`src/rtl/pe_result_collector.sv`:
```
// rtl/pe_result_collector.sv - buffers PE array captures and drains them one row per beat
// Each entry holds ROW rows of COL results plus a 4-bit round tag.
module pe_result_collector #(
  parameter int COL   = 16,
  parameter int ROW   = 2,
  parameter int DW    = 16,
  parameter int DEPTH = 2,
  localparam int RW = (ROW > 1) ? $clog2(ROW) : 1,
  localparam int PW = (DEPTH > 1) ? $clog2(DEPTH) : 1,
  localparam int FW = $clog2(DEPTH + 1)
) (
  input  logic                           clk,
  input  logic                           rst,
  input  logic [ROW-1:0][COL-1:0][DW-1:0] pe_array_out,
  input  logic                           rounder_valid,
  input  logic [3:0]                     round_number,
  output logic                           out_valid,
  input  logic                           out_ready,
  output logic [COL*DW-1:0]              out_data,
  output logic [RW-1:0]                  out_row,
  output logic [3:0]                     out_round,
  output logic                           out_last,
  output logic [FW-1:0]                  fill_level,
  output logic                           overflow,
  input  logic                           clear_overflow
);

  logic [ROW*COL*DW-1:0] r_mem [DEPTH];
  logic [3:0]            r_tag [DEPTH];
  logic [PW-1:0]         r_wr_ptr;
  logic [PW-1:0]         r_rd_ptr;
  logic [FW-1:0]         r_fill;
  logic [RW-1:0]         r_row;
  logic                  r_overflow;

  logic                  w_full;
  logic                  w_nonempty;
  logic                  w_row_last;
  logic                  w_xfer;
  logic                  w_pop;
  logic                  w_push;
  logic [ROW*COL*DW-1:0] w_head;
  logic [COL*DW-1:0]     w_row_data;

  assign w_full     = (r_fill == FW'(DEPTH));
  assign w_nonempty = (r_fill != '0);
  assign w_row_last = (r_row == RW'(ROW - 1));
  assign w_xfer     = w_nonempty && out_ready;
  assign w_pop      = w_xfer && w_row_last;
  // When full, a pop on the same edge frees the head slot, which is also the tail slot.
  assign w_push     = rounder_valid && (!w_full || w_pop);
  assign w_head     = r_mem[r_rd_ptr];

  always_ff @(posedge clk) begin
    if (w_push) begin
      r_mem[r_wr_ptr] <= pe_array_out;
      r_tag[r_wr_ptr] <= round_number;
    end
  end

  always_ff @(posedge clk or posedge rst) begin
    if (rst) begin
      r_wr_ptr   <= '0;
      r_rd_ptr   <= '0;
      r_fill     <= '0;
      r_row      <= '0;
      r_overflow <= 1'b0;
    end else begin
      if (w_push) begin
        r_wr_ptr <= (r_wr_ptr == PW'(DEPTH - 1)) ? '0 : r_wr_ptr + 1'b1;
      end
      if (w_pop) begin
        r_rd_ptr <= (r_rd_ptr == PW'(DEPTH - 1)) ? '0 : r_rd_ptr + 1'b1;
      end
      if (w_xfer) begin
        r_row <= w_row_last ? '0 : r_row + 1'b1;
      end
      case ({w_push, w_pop})
        2'b10:   r_fill <= r_fill + 1'b1;
        2'b01:   r_fill <= r_fill - 1'b1;
        default: r_fill <= r_fill;
      endcase
      // A dropped capture on the same edge as a clear keeps the flag set.
      if (rounder_valid && w_full && !w_pop) begin
        r_overflow <= 1'b1;
      end else if (clear_overflow) begin
        r_overflow <= 1'b0;
      end
    end
  end

  always_comb begin
    w_row_data = '0;
    for (int m = 0; m < ROW; m++) begin
      if (r_row == RW'(m)) begin
        w_row_data = w_head[m*COL*DW +: COL*DW];
      end
    end
  end

  // Data outputs are forced to zero whenever nothing is presented.
  assign out_valid  = w_nonempty;
  assign out_data   = w_nonempty ? w_row_data : '0;
  assign out_row    = w_nonempty ? r_row : '0;
  assign out_round  = w_nonempty ? r_tag[r_rd_ptr] : 4'd0;
  assign out_last   = w_nonempty && w_row_last;
  assign fill_level = r_fill;
  assign overflow   = r_overflow;

endmodule
```
`config.mk`:
```
export PLATFORM = sky130hd
export DESIGN_NAME = pe_result_collector
export DESIGN_NICKNAME = d
export VERILOG_FILES = /design/src/rtl/pe_result_collector.sv
export SDC_FILE = /design/constraint.sdc
export NUM_CORES = 1
export LEC_CHECK = 0
export BUFFER_PORTS_ARGS = -buffer_cell sky130_fd_sc_hd__buf_2
export CAP_MARGIN = 20
export CORE_AREA = 2 2 310 312
export CTS_CLUSTER_SIZE = 28
export DETAILED_ROUTE_END_ITERATION = 10
export DIE_AREA = 0 0 312 314
export GPL_ROUTABILITY_DRIVEN = 0
export GPL_TIMING_DRIVEN = 0
export PLACE_DENSITY = 0.61
export REMOVE_ABC_BUFFERS = 1
export SYNTH_ARGS = -nofsm -noshare
export SYNTH_HDL_FRONTEND = slang
export SYNTH_SLANG_ARGS = --single-unit
export TNS_END_PERCENT = 100
```
`constraint.sdc`:
```
create_clock -name clk -period 25.4 [get_ports clk]
set_input_delay 1.27 -clock clk [delete_from_list [all_inputs] [get_ports clk]]
set_output_delay 1.27 -clock clk [all_outputs]
set_load 0.01 [all_outputs]
```
==> flow_metrics.py, run 1 <==
metrics = {
    "cts": {
        "clk_latency_ps": 690,
        "cts_setup_buffers": 0,
        "cts.repair.resized": 0,
        "tritoncts": "yes",
        "cts_hold_buf": 0,
        "cts_max_level": 3,
        "cts.sinks": 1038,
        "cts_made_buffers": 109,
        "clockBufferDepth": 3,
        "root_buffer": "clkbuf_16",
        "cts.clk_slew.worst_paths_ps": 60,
    },
    "setup_path": {
        "crit_required_ps": 24130,
        "cp_max_fo": 39,
        "path_class": "flip-flop to output port",
        "worst_ep_arrival_time_ps": 3820,
        "reg2reg_to": "r_mem[0][301]",
        "ff2ff_setup_slack_ps": 21350,
        "start_kind": "flip-flop",
        "critPathCaptureType": "output port",
        "r2r_cells": 11,
        "reg2reg_from": "r_row",
    },
    "synthesis": {
        "ys.flop_type": "edfxtp_1",
        "syn_avg_cell_area_um2": 23.46,
        "synth_edf_count": 1032,
        "synth_cell_types": 24,
        "yosysWarnings": 0,
        "ys_ff_latch": 1038,
        "synth_area_leaders": "edfxtp_1 (79%), mux4_2 (15%), and2_1 (4.1%)",
        "synth_top_area_share_pct": 78.95,
        "syn_area_um2": 39250,
        "yosys.area.top_type": "edfxtp_1",
        "ys_seq_area_share_pct": 79.33,
        "async_reset_ff_share_pct": 0.5780,
        "postSynthCellCount": 1673,
    },
    "drt": {
        "wl_per_cell_um": 23.10,
        "firstDrtPassIters": 5,
        "drc": 0,
        "totalWireLength_um": 90690,
        "via_count": 19990,
        "via_per_inst": 5.092,
        "drtAntennaViolNets": 0,
        "drt_iter0_markers": 1232,
    },
    "sta": {
        "skew_ps": 17.35,
        "fin_crit_sh_pct": 20.03,
        "slew_violations": 0,
        "hold_viol_final": 0,
        "clock.fmax_mhz": 196.5,
        "fin_crit_ps": 5089,
        "setup_violations": 0,
        "slew_headroom_pct": 42.31,
        "tightestPinTransition_ps": 865.4,
        "fin_ws_ps": 20310,
        "grt_setup_unrepaired": "false",
    },
    "power_and_ir_drop": {
        "p_sw_mw": 1.832,
        "pwr-share-clk_pct": 24.9,
        "ir_drop_mv": 0.08839,
        "finalPower_mw": 6.010,
        "pwr-share-seq_pct": 40.6,
        "combinationalPowerShare_pct": 34.5,
        "p_sw_share_pct": 30.49,
        "p_per_area_nw_per_um2": 122.9,
        "leakagePower_nw": 17.48,
        "internal-power_mw": 4.178,
    },
    "final_layout": {
        "layout_common_cells": "edfxtp_1 (1032), buf_2 (786), and2_1 (258)",
        "register_area_um2": 31150,
        "final_common_cell": "edfxtp_1",
        "syn2layout_area_growth_pct": 24.57,
        "multiInputGateArea_um2": 7576,
        "drive_above_1_share_pct": 47.54,
        "final_nets": 3055,
        "fill_cells": 7610,
    },
    "grt": {
        "grt_pass1_vias": 21390,
        "grt_start_max_net_pins": 133,
        "grt_pass1_wl_um": 132400,
        "track_usage_pct": 18.17,
        "antenna_found_initial": 65,
        "grt_overflow": 0,
    },
    "die": {
        "fp.dieW_um": 312,
        "rows": 113,
        "start_util_pct": 41.56,
        "coreArea_um2": 94450,
        "dieArea_um2": 97970,
        "io_pins": 787,
        "dieHeight_um": 314,
    },
    "flow_run": {
        "cap_violations": 0,
    },
    "status": {
        "status": "finished clean",
    },
    "place": {
        "hpwl_um": 63300,
        "pre_cts_slack_ps": 20630,
        "portBuffers": 786,
    },
    "min_path": {
        "holdCritPathClass": "input pin to asynchronous set/reset pin",
    },
}
-- final cells by class --
| cell class | count | area share (%) |
|---|---|---|
| Tap cell | 1265 | 3.237 |
| Timing Repair Buffer | 837 | 10.44 |
| Sequential cell | 1038 | 63.70 |
| Multi-Input combinational cell | 543 | 15.49 |
| Inverter | 5 | 0.05374 |
| Clock inverter | 67 | 1.034 |
| Clock buffer | 133 | 5.850 |
| Antenna cell | 37 | 0.1894 |
-- critical path: stages, from the launching register on --
cell and delay (ps):
dfrtp_4 970, buf_16 330, buf_16 270, buf_12 260, buf_16 260, mux4_2 520, and2_1 220, buf_2 170
-- worst max path at each step --
stage,from,endpoint,slack [ps]
2_1_floorplan,r_row,r_mem[0][0],-3440
3_3_place_gp,r_row,r_mem[0][114],-19250
3_5_place_dp,out_ready,r_mem[0][370],20630
4_1_cts,r_rd_ptr,out_data[237],20060
5_1_grt,r_rd_ptr,out_data[153],19960
6_report,r_rd_ptr,out_data[237],20310
-- synth_stat cells, types with 2 or more instances --
master and number:
mux4_2 256, buf_2 27, nand2_1 3, buf_4 2
mux2i_1 4, inv_1 5, nor2_1 8, xnor2_1 3
edfxtp_1 1032, dfrtp_1 6, and2_1 258, clkbuf_1 34
a21oi_1 2, buf_6 22, buf_1 2
-- logic make-up (layout without fill, tap and decap cells) --
logic type | Yosys count | count (layout) | synth area share (%)
simple gates | 273 | 273 | 4.290
other cells | 0 | 37 | 0
compound gates | 6 | 6 | 0.09245
mux | 260 | 260 | 14.79
flops | 1038 | 1038 | 79.33
buf+inv | 92 | 1042 | 1.406
xor+xnor | 4 | 4 | 0.08927
-- flip-flops by register name, indices dropped and copies added, names as in the netlist --
signal / flops
r_mem: 1024
r_tag: 8
fill_level: 2
overflow: 1
r_rd_ptr: 1
r_row: 1
r_wr_ptr: 1
-- power by group through the flow --
stage	Sequential, mW	Combinational [mW]	Clock (mW)
6_report	2.44	2.07	1.50
5_1_grt	2.47	2.23	1.60
4_1_cts	2.44	2.13	1.54
2_1_floorplan	2.96	1.41	0
3_3_place_gp	3.26	2.34	0
3_5_place_dp	2.48	2.12	0
-- per-stage QoR --
stage	util (%)	cell area (um2)	cells	hold slack (ps)	setup TNS, ps
floorplan	-	38720	1586	468.1	-3549580
global placement	46.84	44240	3637	481.5	-
detailed placement	48.11	45440	3688	516.3	0
CTS	51.67	48800	3888	461.9	0
global route	51.76	48880	3919	495.8	0
finish	51.77	48900	3925	517.3	0
-- metal layers --
metal | GRT usage, % | wire [um] | share of wire, %
met5 | 0 | 358 | 0.39
met2 | 30.86 | 46970 | 52
met1 | 20.19 | 31700 | 35
met4 | 8.512 | 3325 | 3.7
met3 | 7.003 | 8328 | 9.2
(Power assumes the default switching activity.)
==> run 2, diff against run 1 <==
--- a/config.mk
+++ b/config.mk
@@ -5,15 +5,16 @@
 export SDC_FILE = /design/constraint.sdc
 export NUM_CORES = 1
 export LEC_CHECK = 0
+export ABC_AREA = 1
 export BUFFER_PORTS_ARGS = -buffer_cell sky130_fd_sc_hd__buf_2
 export CAP_MARGIN = 20
-export CORE_AREA = 2 2 310 312
+export CORE_AREA = 2 2 304 306
 export CTS_CLUSTER_SIZE = 28
 export DETAILED_ROUTE_END_ITERATION = 10
-export DIE_AREA = 0 0 312 314
+export DIE_AREA = 0 0 306 308
 export GPL_ROUTABILITY_DRIVEN = 0
 export GPL_TIMING_DRIVEN = 0
-export PLACE_DENSITY = 0.61
+export PLACE_DENSITY = 0.65
 export REMOVE_ABC_BUFFERS = 1
 export SYNTH_ARGS = -nofsm -noshare
 export SYNTH_HDL_FRONTEND = slang
==> constraint.sdc (replaced) <==
create_clock -name clk -period 4.65 [get_ports clk]
set_input_delay 0.2325 -clock clk [delete_from_list [all_inputs] [get_ports clk]]
set_output_delay 0.2325 -clock clk [all_outputs]
set_load 0.01 [all_outputs]
==> flow_metrics.py, run 2 <==
metrics = {
    "die": {
        "fp.dieW_um": 306,
        "start_util_pct": 43.98,
        "dieHeight_um": 308,
        "io_pins": 787,
        "rows": 111,
        "dieArea_um2": 94250,
        "coreArea_um2": 90970,
    },
    "synthesis": {
        "synth_top_area_share_pct": 77.46,
        "synthAdderAreaFrac_pct": 0,
        "yosys.area_share.simple_pct": 9.926,
        "ys_ff_latch": 1038,
        "synth_cell_types": 18,
        "synth_area_leaders": "edfxtp_1 (77%), nor2_1 (9.7%), o21ai_0 (4.7%)",
        "synthMuxAreaShare_pct": 0,
        "synth_most_common_cell": "edfxtp_1",
        "netlist_top_cells_count": "edfxtp_1 (1032), nor2_1 (1030), o21ai_0 (372)",
        "syn_area_um2": 40010,
        "async_reset_ff_share_pct": 0.5780,
        "synth_compound_area_share_pct": 9.698,
        "syn_avg_cell_area_um2": 12.99,
        "synthXorXnorAreaFrac_pct": 0.04378,
        "ys_seq_area_share_pct": 77.83,
        "yosysWarnings": 0,
        "postSynthCellCount": 3081,
        "yosys.area.top_type": "edfxtp_1",
        "synth_top_family_by_area": "simple AND/OR/NAND/NOR gates",
        "ys.flop_type": "edfxtp_1",
        "synth_edf_count": 1032,
    },
    "drt": {
        "drt_iter0_markers": 2822,
        "drc": 0,
        "totalWireLength_um": 111600,
        "drtAntennaViolNets": 0,
        "via_count": 29090,
        "via_per_inst": 5.132,
        "firstDrtPassIters": 5,
        "wl_per_cell_um": 19.69,
    },
    "sta": {
        "clock.fmax_mhz": 230.8,
        "grt_setup_unrepaired": "false",
        "tightestPinTransition_ps": 801.9,
        "holdWs_ps": 270.7,
        "hold_viol_final": 0,
        "fin_crit_ps": 4334,
        "skew_ps": 25.93,
        "slew_violations": 0,
        "setup_tns_ps": 0,
        "setup_violations": 0,
        "fin_crit_sh_pct": 93.19,
        "slew_headroom_pct": 46.54,
    },
    "cts": {
        "clk_latency_ps": 680,
        "cts.sinks": 1038,
        "cts_made_buffers": 107,
        "cts_max_level": 3,
        "root_buffer": "clkbuf_16",
        "cts.clk_slew.worst_paths_ps": 60,
        "tritoncts": "yes",
        "cts_setup_buffers": 0,
        "clockBufferDepth": 3,
    },
    "final_layout": {
        "syn2layout_area_growth_pct": 37.13,
        "register_area_um2": 31150,
        "layout_common_cells": "edfxtp_1 (1032), nor2_1 (1028), buf_2 (786)",
        "largest_reg_flops": 1024,
        "final_nets": 4883,
        "multiInputGateArea_um2": 7893,
        "final_common_cell": "edfxtp_1",
        "fill_cells": 6757,
        "top_register": "r_mem",
        "drive_above_1_share_pct": 22.84,
    },
    "setup_path": {
        "worst_ep_arrival_time_ps": 4100,
        "start_kind": "flip-flop",
        "cp_max_fo": 105,
        "crit_required_ps": 4420,
        "path_class": "flip-flop to output port",
        "critPathCaptureType": "output port",
    },
    "flow_run": {
        "cap_violations": 0,
    },
    "place": {
        "portBuffers": 786,
        "hpwl_um": 66060,
    },
    "status": {
        "status": "finished clean",
    },
    "grt": {
        "grt_start_max_net_pins": 147,
        "grt_overflow": 0,
        "grt_pass1_wl_um": 166000,
        "antenna_found_initial": 26,
        "track_usage_pct": 22.84,
        "grt_pass1_vias": 29130,
    },
    "power_and_ir_drop": {
        "leakagePower_nw": 20.41,
        "ir_drop_mv": 0.4677,
        "p_per_area_nw_per_um2": 655.4,
    },
    "min_path": {
        "holdCritPathClass": "input pin to flip-flop",
    },
}
[run 2: final timing paths]
kind                       slack, ps         startpoint       endpoint  cells after the start
max                              320              r_row  out_data[141]                      9
min                              270  pe_array_out[152]  r_mem[0][152]                      2
max reg2reg                      600              r_row   r_mem[0][80]                     12
min reg2reg                      600           r_wr_ptr       r_wr_ptr                      2
max in group asynchronous       3850                rst       r_rd_ptr                      4
min in group asynchronous        570                rst  fill_level[1]                      4
[run 2: timing repair]
| action | in CTS | in global routing |
|---|---|---|
| hold buffers | 522 | 0 |
| setup endpoints to repair | 17 | 0 |
| endpoints found under the hold margin | 1044 | 0 |
| resized for setup | 3 | 0 |
[run 2: layer usage]
| metal | part of all wire [%] | global-route usage (%) | up-vias | wire [um] |
|---|---|---|---|---|
| met1 | 37 | 26.51 | 14010 | 41490 |
| met3 | 7.8 | 5.731 | 271 | 8703 |
| li1 | - | - | 13630 | - |
| met2 | 50 | 39.38 | 1176 | 56210 |
| met5 | 0.0099 | 0 | - | 11 |
| met4 | 4.7 | 11.57 | 2 | 5192 |
[run 2: area by class of cell]
cell class              count  area share (%)
clock buffers             130           5.229
clock inverters            70           1.227
well taps                1186           2.705
diodes                     29          0.1323
multi-input cells        1831           14.39
inverters                  10          0.1117
flip-flops and latches   1038           56.77
repair buffers           1374           19.44
[run 2: power breakdown]
part	switching [mW]	total (mW)	internal [mW]
Combinational	9.15	14.0	4.83
Sequential	0.579	13.4	12.8
Clock	3.53	8.62	5.09
[run 2: through the flow]
stage | worst slack, ps | instances | area, um2 | power [mW] | util, %
2_1_floorplan | -23370 | 2879 | 39050 | 18.53 | -
3_3_place_gp | -43280 | 4851 | 44460 | 18.41 | 48.88
3_5_place_dp | 204.4 | 4916 | 45980 | 26.88 | 50.55
5_1_grt | 26.95 | 5661 | 54850 | 37.79 | 60.29
4_1_cts | 75.93 | 5639 | 54790 | 35.97 | 60.23
6_report | 316.5 | 5668 | 54870 | 35.96 | 60.31
[run 2: cells by family after synthesis]
| family | after synthesis |
|---|---|
| simple gates | 1054 |
| flops | 1038 |
| compound gates | 775 |
| buf+inv | 212 |
| xor+xnor | 2 |
[run 2: worst max-delay path, stage by stage (launching register included)]
cell	delay (ps)
dfrtp_4	590
buf_16	340
buf_16	320
buf_16	290
inv_8	230
buf_16	310
nor2_1	160
o21ai_1	70
a21oi_1	650
buf_2	260
==> run 3, diff against run 2 <==
--- a/config.mk
+++ b/config.mk
@@ -8,13 +8,15 @@
 export ABC_AREA = 1
 export BUFFER_PORTS_ARGS = -buffer_cell sky130_fd_sc_hd__buf_2
 export CAP_MARGIN = 20
-export CORE_AREA = 2 2 304 306
+export CELL_PAD_IN_SITES_DETAIL_PLACEMENT = 0
+export CELL_PAD_IN_SITES_GLOBAL_PLACEMENT = 1
+export CORE_MARGIN = 1
+export CORE_UTILIZATION = 40
 export CTS_CLUSTER_SIZE = 28
 export DETAILED_ROUTE_END_ITERATION = 10
-export DIE_AREA = 0 0 306 308
 export GPL_ROUTABILITY_DRIVEN = 0
 export GPL_TIMING_DRIVEN = 0
-export PLACE_DENSITY = 0.65
+export PLACE_DENSITY = 0.72
 export REMOVE_ABC_BUFFERS = 1
 export SYNTH_ARGS = -nofsm -noshare
 export SYNTH_HDL_FRONTEND = slang
==> flow_metrics.py, run 3 (synthesis results as in run 2) <==
metrics = {
    "status": {
        "status": "finished clean",
    },
    "drt": {
        "totalWireLength_um": 110700,
        "drtAntennaViolNets": 0,
        "firstDrtPassIters": 6,
        "via_count": 28270,
        "wl_per_cell_um": 19.19,
        "drt_iter0_markers": 2055,
        "via_per_inst": 4.901,
        "drc": 0,
    },
    "sta": {
        "hold_viol_final": 0,
        "holdWs_ps": 267.3,
        "slew_headroom_pct": 43.46,
        "fin_crit_sh_pct": 93.14,
        "tightestPinTransition_ps": 848.1,
        "fin_ws_ps": 318.9,
        "setup_violations": 0,
        "clock.fmax_mhz": 230.9,
        "skew_ps": 25.49,
        "fin_crit_ps": 4331,
        "slew_violations": 0,
    },
    "final_layout": {
        "layout_common_cells": "edfxtp_1 (1032), nor2_1 (1028), buf_2 (786)",
        "final_common_cell": "edfxtp_1",
        "final_nets": 4883,
        "drive_above_1_share_pct": 22.75,
        "register_area_um2": 31150,
        "finalNonFillerCells": 5768,
        "final_area_um2": 54840,
        "top_register": "r_mem",
        "multiInputGateArea_um2": 7904,
        "fill_cells": 8146,
        "largest_reg_flops": 1024,
        "syn2layout_area_growth_pct": 37.06,
    },
    "die": {
        "dieHeight_um": 318.3,
        "fp.dieW_um": 318.3,
        "rows": 115,
        "dieArea_um2": 101300,
        "start_util_pct": 40.53,
        "coreArea_um2": 98710,
        "io_pins": 787,
    },
    "cts": {
        "tritoncts": "yes",
        "cts_setup_buffers": 0,
        "clk_latency_ps": 680,
        "cts_max_level": 3,
        "root_buffer": "clkbuf_16",
        "cts.clk_slew.worst_paths_ps": 60,
        "cts.sinks": 1038,
        "cts_made_buffers": 108,
        "clockBufferDepth": 3,
    },
    "place": {
        "portBuffers": 786,
        "pre_cts_slack_ps": 189.5,
        "hpwl_um": 67630,
        "dpl-instance-area_um2": 46080,
        "place_inst": 5016,
    },
    "power_and_ir_drop": {
        "leakagePower_nw": 20.34,
        "p_per_area_nw_per_um2": 647.3,
        "finalPower_mw": 35.50,
        "ir_drop_mv": 0.4910,
    },
    "grt": {
        "grt_start_max_net_pins": 174,
        "track_usage_pct": 21.20,
        "grt_overflow": 0,
        "antenna_found_initial": 30,
        "grt_pass1_wl_um": 165200,
        "grt_pass1_vias": 28110,
    },
    "setup_path": {
        "cp_max_fo": 61,
        "worst_ep_arrival_time_ps": 4710,
        "crit_required_ps": 5030,
        "path_class": "flip-flop to flip-flop",
        "critPathCaptureType": "flip-flop",
        "start_kind": "flip-flop",
    },
    "min_path": {
        "holdCritPathClass": "input pin to flip-flop",
    },
    "flow_run": {
        "cap_violations": 0,
    },
}
## run 3: layout make-up
cell class / instances / share of cell area, %
Sequential cell: 1038 / 56.80
Timing Repair Buffer: 1373 / 19.40
Multi-Input combinational cell: 1831 / 14.41
Clock buffer: 128 / 5.236
Tap cell: 1287 / 2.937
Clock inverter: 73 / 0.9811
Antenna cell: 28 / 0.1278
Inverter: 10 / 0.1050
## run 3: power breakdown
part | switching [mW] | internal (mW) | leakage (nW)
clock network | 3.53 | 4.77 | 1.68
registers | 0.541 | 12.8 | 9.67
logic | 9.08 | 4.80 | 8.99
## run 3: per-stage QoR
stage / utilization [%] / TNS (ps)
3_5_place_dp: 46.68 / 0
6_report: 55.55 / 0
5_1_grt: 55.54 / -6.189
3_3_place_gp: 45.17 / -
4_1_cts: 55.47 / 0
2_1_floorplan: - / -
## run 3: final timing paths
kind,startpoint,endpoint,slack [ps],depth (start not counted)
max in group asynchronous,rst,r_rd_ptr,3810,4
hold reg to reg,r_wr_ptr,r_wr_ptr,580,2
setup / recovery,r_row,r_mem[1][297],320,12
hold / removal,pe_array_out[404],r_mem[1][404],270,2
setup reg to reg,r_row,r_mem[1][297],320,12
min in group asynchronous,rst,r_row,600,4
## run 3: repair_timing
action / in CTS / in global routing
hold endpoints to repair: 1044 / 0
gates resized for setup: 2 / 3
hold buffers: 522 / 0
gates cloned: 1 / 0
endpoints found under the setup margin: 3 / 2
## run 3: layer usage
metal / GRT usage, % / wire, um / vias up
met3: 5.616 / 7930 / 172
met2: 36.79 / 56170 / 865
met1: 24.98 / 43030 / 13600
met5: 0 / 44 / -
met4: 8.352 / 3524 / 6
li1: - / - / 13630
## run 3: critical path: stages, from the launching register on
cell	delay [ps]
dfrtp_4	780
buf_16	350
nand3_1	240
nand3_1	170
nand2_1	150
nor2_4	600
buf_12	280
buf_12	230
buf_12	230
buf_12	230
buf_12	240
buf_12	230
buf_16	190
